==> config.mk <==
export PLATFORM = sky130hd
export DESIGN_NAME = mpsoc_riscv_ahb3_ext_arbiter
export DESIGN_NICKNAME = d
export VERILOG_FILES = /design/src/rtl/mpsoc_riscv_ahb3_pkg.sv /design/src/rtl/mpsoc_riscv_rr_arbiter.sv /design/src/rtl/mpsoc_riscv_ahb3_ext_arbiter.sv
export SDC_FILE = /design/constraint.sdc
export NUM_CORES = 2
export LEC_CHECK = 0
export CORE_AREA = 5 5 754 756
export CTS_BUF_LIST = sky130_fd_sc_hd__clkbuf_4
export DETAILED_ROUTE_END_ITERATION = 6
export DIE_AREA = 0 0 759 761
export SLEW_MARGIN = 30
export SYNTH_ARGS = -nofsm -noshare
export SYNTH_HDL_FRONTEND = slang
export SYNTH_SLANG_ARGS = --single-unit
==> constraint.sdc <==
create_clock -name clk -period 6.8 [get_ports clk]
set_input_delay 2.04 -clock clk [delete_from_list [all_inputs] [get_ports clk]]
set_output_delay 2.04 -clock clk [all_outputs]
set_load 0.05 [all_outputs]
==> src/rtl/mpsoc_riscv_ahb3_pkg.sv <==
// Shared AHB3-Lite constants, arbiter state encodings and the captured-request
// record used when replaying master address phases to the external slave.
package mpsoc_riscv_ahb3_pkg;

  localparam logic [1:0] HTRANS_IDLE   = 2'b00;
  localparam logic [1:0] HTRANS_BUSY   = 2'b01;
  localparam logic [1:0] HTRANS_NONSEQ = 2'b10;
  localparam logic [1:0] HTRANS_SEQ    = 2'b11;

  localparam logic HRESP_OKAY  = 1'b0;
  localparam logic HRESP_ERROR = 1'b1;

  // Address field sized for the widest supported PLEN; narrower buses zero-extend.
  localparam int AHB3_ADDR_MAX = 64;

  localparam logic [1:0] ARB_IDLE = 2'd0;
  localparam logic [1:0] ARB_ADDR = 2'd1;
  localparam logic [1:0] ARB_DATA = 2'd2;

  typedef struct packed {
    logic [AHB3_ADDR_MAX-1:0] addr;
    logic                     write;
    logic [2:0]               size;
    logic [2:0]               burst;
    logic [3:0]               prot;
    logic                     lock;
  } ahb3_req_t;

  function automatic logic htrans_is_xfer(input logic [1:0] htrans);
    case (htrans)
      HTRANS_NONSEQ, HTRANS_SEQ: return 1'b1;
      HTRANS_IDLE, HTRANS_BUSY:  return 1'b0;
      default:                   return 1'b0;
    endcase
  endfunction

endpackage

==> src/rtl/mpsoc_riscv_rr_arbiter.sv <==
// Round-robin grant over a request vector, searching from ptr_i with wrap-around.
// A valid lock holder overrides the search and is the only master that may win.
module mpsoc_riscv_rr_arbiter #(
  parameter int NODES = 16,
  parameter int IW    = (NODES > 1) ? $clog2(NODES) : 1
) (
  input  logic [NODES-1:0] req_i,
  input  logic [IW-1:0]    ptr_i,
  input  logic             lock_v_i,
  input  logic [IW-1:0]    lock_id_i,
  output logic             gnt_v_o,
  output logic [IW-1:0]    gnt_id_o
);

  int          idx;
  logic [IW-1:0] sel;

  always_comb begin
    gnt_v_o  = 1'b0;
    gnt_id_o = '0;
    idx      = 0;
    sel      = '0;
    if (lock_v_i) begin
      gnt_v_o  = req_i[lock_id_i];
      gnt_id_o = lock_id_i;
    end else begin
      // Walk offsets far-to-near so the nearest request at/after ptr_i wins last.
      for (int k = NODES - 1; k >= 0; k--) begin
        idx = int'(ptr_i) + k;
        if (idx >= NODES) idx = idx - NODES;
        sel = IW'(idx);
        if (req_i[sel]) begin
          gnt_v_o  = 1'b1;
          gnt_id_o = sel;
        end
      end
    end
  end

endmodule

==> src/rtl/mpsoc_riscv_ahb3_ext_arbiter.sv <==
// Merges NODES AHB3-Lite master ports onto one external slave: each accepted
// address phase is parked per master and replayed one at a time, round-robin.
//
// state | meaning
// IDLE  | no slave transfer; pick a winner among pending masters
// ADDR  | replay winner's address phase (NONSEQ) to the slave
// DATA  | slave data phase; winner's HREADY follows slave HREADY
module mpsoc_riscv_ahb3_ext_arbiter
  import mpsoc_riscv_ahb3_pkg::*;
#(
  parameter int PLEN  = 32,
  parameter int XLEN  = 32,
  parameter int NODES = 16
) (
  input  logic                  clk,
  input  logic                  rst,

  input  logic [NODES-1:0]      mst_hsel,
  input  logic [NODES*PLEN-1:0] mst_haddr,
  input  logic [NODES*XLEN-1:0] mst_hwdata,
  input  logic [NODES-1:0]      mst_hwrite,
  input  logic [NODES*3-1:0]    mst_hsize,
  input  logic [NODES*3-1:0]    mst_hburst,
  input  logic [NODES*4-1:0]    mst_hprot,
  input  logic [NODES*2-1:0]    mst_htrans,
  input  logic [NODES-1:0]      mst_hmastlock,
  output logic [NODES*XLEN-1:0] mst_hrdata,
  output logic [NODES-1:0]      mst_hready,
  output logic [NODES-1:0]      mst_hresp,

  output logic                  slv_hsel,
  output logic [PLEN-1:0]       slv_haddr,
  output logic [XLEN-1:0]       slv_hwdata,
  output logic                  slv_hwrite,
  output logic [2:0]            slv_hsize,
  output logic [2:0]            slv_hburst,
  output logic [3:0]            slv_hprot,
  output logic [1:0]            slv_htrans,
  output logic                  slv_hmastlock,
  input  logic [XLEN-1:0]       slv_hrdata,
  input  logic                  slv_hready,
  input  logic                  slv_hresp
);

  localparam int IW = (NODES > 1) ? $clog2(NODES) : 1;

  ahb3_req_t        pend_q [NODES];
  ahb3_req_t        pend_d [NODES];
  logic [NODES-1:0] pend_v_q, pend_v_d;
  logic [1:0]       state_q, state_d;
  logic [IW-1:0]    g_q, g_d;
  logic [IW-1:0]    rr_q, rr_d;
  logic             lock_v_q, lock_v_d;
  logic [IW-1:0]    lock_id_q, lock_id_d;

  logic             gnt_v;
  logic [IW-1:0]    gnt_id;
  logic [NODES-1:0] acc;

  mpsoc_riscv_rr_arbiter #(
    .NODES (NODES),
    .IW    (IW)
  ) u_rr_arbiter (
    .req_i     (pend_v_q),
    .ptr_i     (rr_q),
    .lock_v_i  (lock_v_q),
    .lock_id_i (lock_id_q),
    .gnt_v_o   (gnt_v),
    .gnt_id_o  (gnt_id)
  );

  // Master-side response: parked masters stall until their replay completes.
  always_comb begin
    mst_hready = ~pend_v_q;
    mst_hresp  = {NODES{HRESP_OKAY}};
    mst_hrdata = '0;
    if (state_q == ARB_DATA) begin
      mst_hrdata[g_q*XLEN +: XLEN] = slv_hrdata;
      mst_hresp[g_q]               = slv_hresp;
      if (slv_hready) mst_hready[g_q] = 1'b1;
    end
  end

  always_comb begin
    acc = '0;
    for (int i = 0; i < NODES; i++) begin
      acc[i] = mst_hready[i] & mst_hsel[i] & htrans_is_xfer(mst_htrans[2*i +: 2]);
    end
  end

  always_comb begin
    slv_hsel      = 1'b0;
    slv_htrans    = HTRANS_IDLE;
    slv_haddr     = '0;
    slv_hwrite    = 1'b0;
    slv_hsize     = '0;
    slv_hburst    = '0;
    slv_hprot     = '0;
    slv_hmastlock = 1'b0;
    slv_hwdata    = '0;
    case (state_q)
      ARB_ADDR: begin
        slv_hsel      = 1'b1;
        slv_htrans    = HTRANS_NONSEQ;
        slv_haddr     = pend_q[g_q].addr[PLEN-1:0];
        slv_hwrite    = pend_q[g_q].write;
        slv_hsize     = pend_q[g_q].size;
        slv_hburst    = pend_q[g_q].burst;
        slv_hprot     = pend_q[g_q].prot;
        slv_hmastlock = pend_q[g_q].lock;
      end
      ARB_DATA: slv_hwdata = mst_hwdata[g_q*XLEN +: XLEN];
      default: ;
    endcase
  end

  always_comb begin
    state_d   = state_q;
    g_d       = g_q;
    rr_d      = rr_q;
    lock_v_d  = lock_v_q;
    lock_id_d = lock_id_q;
    pend_v_d  = pend_v_q;
    pend_d    = pend_q;

    case (state_q)
      ARB_IDLE: begin
        if (gnt_v) begin
          g_d     = gnt_id;
          state_d = ARB_ADDR;
        end
      end
      ARB_ADDR: state_d = ARB_DATA;
      ARB_DATA: begin
        if (slv_hready) begin
          pend_v_d[g_q] = 1'b0;
          rr_d          = (int'(g_q) == NODES - 1) ? '0 : g_q + 1'b1;
          if (pend_q[g_q].lock) begin
            lock_v_d  = 1'b1;
            lock_id_d = g_q;
          end else if (lock_v_q && (lock_id_q == g_q)) begin
            lock_v_d  = 1'b0;
          end
          state_d = ARB_IDLE;
        end
      end
      default: state_d = ARB_IDLE;
    endcase

    // Capture after completion so a back-to-back request from the winner survives.
    for (int i = 0; i < NODES; i++) begin
      if (acc[i]) begin
        pend_v_d[i]              = 1'b1;
        pend_d[i]                = '0;
        pend_d[i].addr[PLEN-1:0] = mst_haddr[i*PLEN +: PLEN];
        pend_d[i].write          = mst_hwrite[i];
        pend_d[i].size           = mst_hsize[3*i +: 3];
        pend_d[i].burst          = mst_hburst[3*i +: 3];
        pend_d[i].prot           = mst_hprot[4*i +: 4];
        pend_d[i].lock           = mst_hmastlock[i];
      end
    end
  end

  always_ff @(posedge clk) begin
    if (rst) begin
      state_q   <= ARB_IDLE;
      g_q       <= '0;
      rr_q      <= '0;
      lock_v_q  <= 1'b0;
      lock_id_q <= '0;
      pend_v_q  <= '0;
      for (int i = 0; i < NODES; i++) pend_q[i] <= '0;
    end else begin
      state_q   <= state_d;
      g_q       <= g_d;
      rr_q      <= rr_d;
      lock_v_q  <= lock_v_d;
      lock_id_q <= lock_id_d;
      pend_v_q  <= pend_v_d;
      for (int i = 0; i < NODES; i++) pend_q[i] <= pend_d[i];
    end
  end

endmodule

Yosys cells after proc, flatten, opt, wreduce, memory -nomap -nowiden
Cells that the tools add are included.
{ "word_totals": {"regBits": 735, "inputBits": 1300} }
{ "op_classes": {"n_addsub": 33, "bitwise": 39, "n_reduce_logical": 105, "shift": 3, "n_mux": 158, "eq_ne": 54, "n_lt_le_gt_ge": 36} }
{ "op_table": {"columns": ["cell", "count"], "rows": [
  ["$and A512 B512 Y512", 1],
  ["$mux W512", 1],
  ["$shift A32 B34 Y512 const A", 1],
  ["$shiftx A32 B34 Y512", 1],
  ["$shiftx A512 B10 Y32", 1],
  ["$bmux W76 S4", 1],
  ["$mux W4", 51],
  ["$lt A4 B5 Y1 const B", 18],
  ["$mux W44", 2],
  ["$ge A5 B5 Y1 const B", 16],
  ["$mux W16", 5],
  ["$bmux W1 S4", 17],
  ["$eq A2 B2 Y1 const B", 33],
  ["$reduce_bool A2 Y1", 33],
  ["$mux W32", 2],
  ["$reduce_or A2 Y1", 32],
  ["$sub A4 B1 Y4 const B", 16],
  ["$mux W1", 56],
  ["$add A4 B4 Y5 const B", 8],
  ["$reduce_and A2 Y1", 19],
  ["$eq A2 B1 Y1 const B", 17],
  ["$logic_not A2 Y1", 17],
  ["$neg A9 Y34", 1],
  ["$and A1 B1 Y1", 32],
  ["other kinds (20)", 47]
]} }

Depth between registers and ports, before layout
{ "logic_depth": {"word_depth": 25, "depth_mapped": 16, "mapped_depth_nobuf": 10} }

By module
Synthesis repeated with hierarchy kept, for this count alone.
{ "hier_totals": {"cells_unflattened": 4707, "area_unflattened_um2": 41014.3} }
{ "modules_own_cells": {"columns": ["mod", "seq_area_each_um2", "n_inst", "area_each_um2", "cells_each"], "rows": [
  ["mpsoc_riscv_ahb3_ext_arbiter", 14714.1, 1, 38735.9, 4454],
  ["mpsoc_riscv_rr_arbiter", 0.0, 1, 2278.4, 253]
]} }

Worst setup path before layout
OpenSTA, ideal clock, no wires.
{ "synth_path": {"path_kind": "register -> output", "from": "register g_q[0]", "to": "output port mst_hrdata[194]", "stages_incl_launch_ff": 14, "arrival_time_ns": 3.805, "n_path_buf": 5, "setup_slack_ns": 0.955, "path_cell_list": "dfxtp_1 -> clkbuf_1 -> buf_1 -> buf_1 -> clkbuf_1 -> inv_1 -> ha_1 -> inv_1 -> a21oi_1 -> nand2b_1 -> inv_1 -> nand3_1 -> clkbuf_1 -> nor2_1"} }
{ "synth_between": {"elab_chain_cells": 4, "elab_cells_between_ends": 5, "cone_classes": "1 x add/sub; 2 x shift; 1 x mux; 1 x bitwise"} }
{ "synth_lines": {"columns": ["item", "line_no", "source"], "rows": [
  ["from (decl)", "mpsoc_riscv_ahb3_ext_arbiter.sv:51", "logic [IW-1:0] g_q, g_d;"],
  ["from (signal assigned)", "mpsoc_riscv_ahb3_ext_arbiter.sv:176", "g_q <= g_d;"],
  ["$neg A9 Y34 (*)", "mpsoc_riscv_ahb3_ext_arbiter.sv:78", "mst_hrdata[g_q*XLEN +: XLEN] = slv_hrdata;"],
  ["$shiftx A32 B34 Y512 / $shift A32 B34 Y512 (equally long branches)", "mpsoc_riscv_ahb3_ext_arbiter.sv:78", null],
  ["$and A512 B512 Y512 (no source line) (*)", null, null],
  ["$mux W512 (*)", "mpsoc_riscv_ahb3_ext_arbiter.sv:77", "if (state_q == ARB_DATA) begin"],
  ["to (decl)", "mpsoc_riscv_ahb3_ext_arbiter.sv:27", "output logic [NODES*XLEN-1:0] mst_hrdata,"]
]} }
Mark *: on every way between the ends. The rest lies on a longest branch, timed or not.

Worst setup path after layout
{ "layout_path": {"from": "register g_q[1]", "to": "output port slv_hwdata[26]"} }
{ "layout_between": {"elab_chain_cells": 2} }
{ "layout_lines": {"columns": ["item", "line_no", "source"], "rows": [
  ["$shiftx A512 B10 Y32", "mpsoc_riscv_ahb3_ext_arbiter.sv:112", "ARB_DATA: slv_hwdata = mst_hwdata[g_q*XLEN +: XLEN];"],
  ["$mux W32", "mpsoc_riscv_ahb3_ext_arbiter.sv:101", "case (state_q)"],
  ["to (decl)", "mpsoc_riscv_ahb3_ext_arbiter.sv:33", "output logic [XLEN-1:0] slv_hwdata,"]
]} }
Every way passes these cells.

==> flow_metrics.env <==
export IMPL_die_area_sq_mm=0.5776
export IMPL_area_growth_pct=88.22
export IMPL_ant_nets=2
export IMPL_grt_pass1_wl_um=614700
export IMPL_slew_limit_headroom_pct=34.21
export IMPL_power_density_mw_per_mm2=210.8
export IMPL_yosysWarningCount=0
export IMPL_failed_checks="antenna rules"
export IMPL_clock_fmax_mhz=151.8
export IMPL_syn_area_per_cell_sq_um=8.591
export IMPL_io_pins=1923
export IMPL_async_reset_ff_share_pct=0
export IMPL_multi_input_area_sq_mm=0.02483
export IMPL_grt_util_met3_pct=6.547
export IMPL_synth_xor_area_share_pct=0.3404
export IMPL_met1_usage_pct=19.66
export IMPL_grt_pass1_vias=46770
export IMPL_cp_data_required_time_ns=4.76
export IMPL_worstMarginPinSlew_ns=0.9868
export IMPL_antenna_found_initial=424
export IMPL_final_cell_mix="nand2_1, clkdlybuf4s50_1, a21oi_1"
export IMPL_fp_row_count=275
export IMPL_netlist_instances=4749
export IMPL_cts_hold_buf=0
export IMPL_min_delay_start="pend_q[954]"
export IMPL_drtIter0Drc=5854
export IMPL_grt_usage_pct=17.00
export IMPL_p_leak_nw=25.58
export IMPL_rsz0062_at_grt="no"
export IMPL_final_hold_viol_count=0
export IMPL_synth_top_family_by_area="multiplexers"
export IMPL_synth_ff_type="dfxtp_1"
export IMPL_dp_cells=13910
export IMPL_clkSinkCount=735
export IMPL_drive_gt1_share_pct=24.01
export IMPL_grt_busiest_layer="met2"
export IMPL_cts_root_buf="clkbuf_4"
export IMPL_die_height_um=761
export IMPL_stdcell_count=14660
export IMPL_start_util_pct=7.283
export IMPL_drv_cap=0
export IMPL_htreeDepth=4
export IMPL_setup_violations=0
export IMPL_timing_final_crit_share_pct=96.87
export IMPL_hold_path_class="reg -> reg"
export IMPL_clk_pin_slew_worst_paths_ns=0.07
export IMPL_dp_hpwl_um=436100
export IMPL_routed_wirelength_um=513800
export IMPL_layout_commonest_cell="nand2_1"
export IMPL_clockBufferDepth=4
export IMPL_nets=7983
export IMPL_worstReg2RegEnd="g_q[2]"
export IMPL_grt_max_degree=157
export IMPL_cts_tree="yes"
export IMPL_syn_nets=6063
export IMPL_synth_edf_count=0
export IMPL_critPathKind="reg -> out"
export IMPL_hold_depth=2
export IMPL_gp_congestion=0.9308
export IMPL_arrival_ns=4.55
export IMPL_rr_startpoint="rr_q[1]"
export IMPL_pre_cts_ws_ns=0.1495
export IMPL_startpoint_type="flip-flop"
export IMPL_drc=0
export IMPL_coreArea_sq_mm=0.5602
export IMPL_synth_yosys_seq_area_share_pct=36.06
export IMPL_yosysUniqueCellTypes=64
export IMPL_setup_ws_ns=0.2126
export IMPL_vias=50190
export IMPL_layout_min_cycle_time_ns=6.587
export IMPL_cts_buffers_inserted=221
export IMPL_worstPathMaxFanout=66
export IMPL_synth_seq_cells=735
export IMPL_fin_skew_ns=0.2850
export IMPL_port_buffers=1905
export IMPL_drv_slew=0
export IMPL_viasPerCell=3.424
export IMPL_yosys_area_share_simple_pct=23.99
export IMPL_synth_area_mux_share_pct=24.21
export IMPL_holdPathEnd="pend_q[954]"
export IMPL_rr_worst_depth=11
export IMPL_yosys_area_share_adder_pct=0.4293
export IMPL_wire_per_inst_um=35.05
export IMPL_vdd_drop_max_uv=186.7
export IMPL_synth_compound_area_share_pct=10.67
export IMPL_regArea_sq_mm=0.01473
export IMPL_nFillCells=64030
export IMPL_r2r_slack_ns=2.12
export IMPL_drt_pass1_iter_count=6
export IMPL_end_kind="output pin"
export IMPL_grt_overflow=0
export IMPL_clock_latency_ns=1.51
export IMPL_outcome="finished with violations"
export IMPL_die_w_um=759
export IMPL_syn_area_sq_mm=0.04080
export IMPL_met2_usage_pct=27.67
[power by group]
group	internal, mW	switching [mW]	leakage [nW]
clock	2.25	2.34	1.66
combinational	2.57	4.34	17.9
sequential	4.52	0.171	6.01
total	9.33	6.85	25.6
[critical path, cell delays in order (launching register included)]
cell	delay [ns]
dfxtp_4	0.45
buf_12	0.16
buf_12	0.27
buf_4	0.49
mux4_2	0.50
mux4_2	0.50
and2_1	0.27
buf_12	0.19
[kinds of logic after synthesis]
| family | after synthesis |
|---|---|
| and+or+nand+nor | 2244 |
| AOI/OAI and AO/OA | 829 |
| DFF | 735 |
| buffers and inverters | 456 |
| muxes | 455 |
| xor gates and xnor gates | 15 |
| adders and majority gates | 14 |
| other | 1 |
[cell type report]
class,instances,share of cell area (%)
multi-input combinational,3558,32.33
timing repair buffer,2129,31.43
sequential,735,19.18
tap,7479,12.19
clock buffer,316,3.089
antenna,349,1.137
clock inverter,68,0.5181
inverter,24,0.1352
[routing by layer]
metal  vias to the layer above  wire, um
li1                      20660         -
met3                       981     52210
met1                     24660    196900
met5                         -       905
met4                       136     28330
met2                      3753    235500
[cell usage after synthesis (2+ instances only)]
master	n	area, sq um
dfxtp_1	735	14710
and2_1	477	2984
xor2_1	2	17.52
buf_2	9	45.04
a21oi_1	741	3709
mux2i_1	25	250.2
nand4_1	5	31.28
o221ai_1	2	17.52
a221o_1	2	20.02
a311o_1	2	20.02
o311a_1	2	20.02
a311oi_1	6	52.55
a2111o_1	2	22.52
ha_1	14	175.2
o2111ai_1	2	17.52
o311ai_0	2	17.52
a221oi_1	5	43.79
o22ai_1	4	25.02
buf_4	3	22.52
a211oi_1	5	37.54
mux2_2	7	78.83
nand2b_1	6	37.54
buf_6	2	22.52
mux4_1	6	157.7
nand2_1	1495	5612
nor2_1	189	709.4
nand3_1	27	135.1
o31ai_1	3	22.52
nor3_1	16	80.08
xnor2_1	12	105.1
buf_1	40	150.1
or3_1	3	18.77
nor2b_1	18	112.6
clkbuf_1	378	1419
inv_1	23	86.33
a2111oi_0	2	17.52
mux4_2	417	9392
o21ai_0	34	170.2
[registers in the layout, indices dropped and copies added (netlist names)]
| register | flops |
|---|---|
| pend_q | 704 |
| pend_v_q | 16 |
| g_q | 4 |
| lock_id_q | 4 |
| rr_q | 4 |
| state_q | 2 |
| lock_v_q | 1 |
[worst max path at each step]
stage	start	end	slack, ns	cells after the start
6_report	g_q[1]	slv_hwdata[26]	0.21	7
5_1_grt	g_q[0]	mst_hrdata[152]	0.01	11
4_1_cts	g_q[0]	slv_hsize[2]	-0.02	7
3_5_place_dp	mst_hwdata[8]	slv_hwdata[8]	0.15	5
3_3_place_gp	mst_hwdata[8]	slv_hwdata[8]	0.15	5
2_1_floorplan	g_q[0]	mst_hrdata[194]	0.95	13
[what timing repair did]
action | 4_1_cts | 5_1_grt
setup endpoints to repair | 439 | 0
resized for setup | 113 | 0
buffers inserted | 11 | 0
endpoints found under the hold margin | 0 | 0
[per-stage QoR]
stage | utilization [%] | hold WS (ns) | setup TNS (ns) | power, mW | area [sq um]
global route | 13.61 | 0.4663 | 0 | 16.79 | 76240
floorplan | - | 0.4331 | 0 | 7.468 | 40800
finish | 13.71 | 0.4519 | 0 | 16.19 | 76790
global placement | 12.95 | 0.4395 | 0 | 11.53 | 72540
detailed placement | 12.97 | 0.4439 | 0 | 11.54 | 72680
CTS | 13.54 | 0.4528 | -0.02162 | 16.43 | 75840
(Power assumes the default switching activity.)
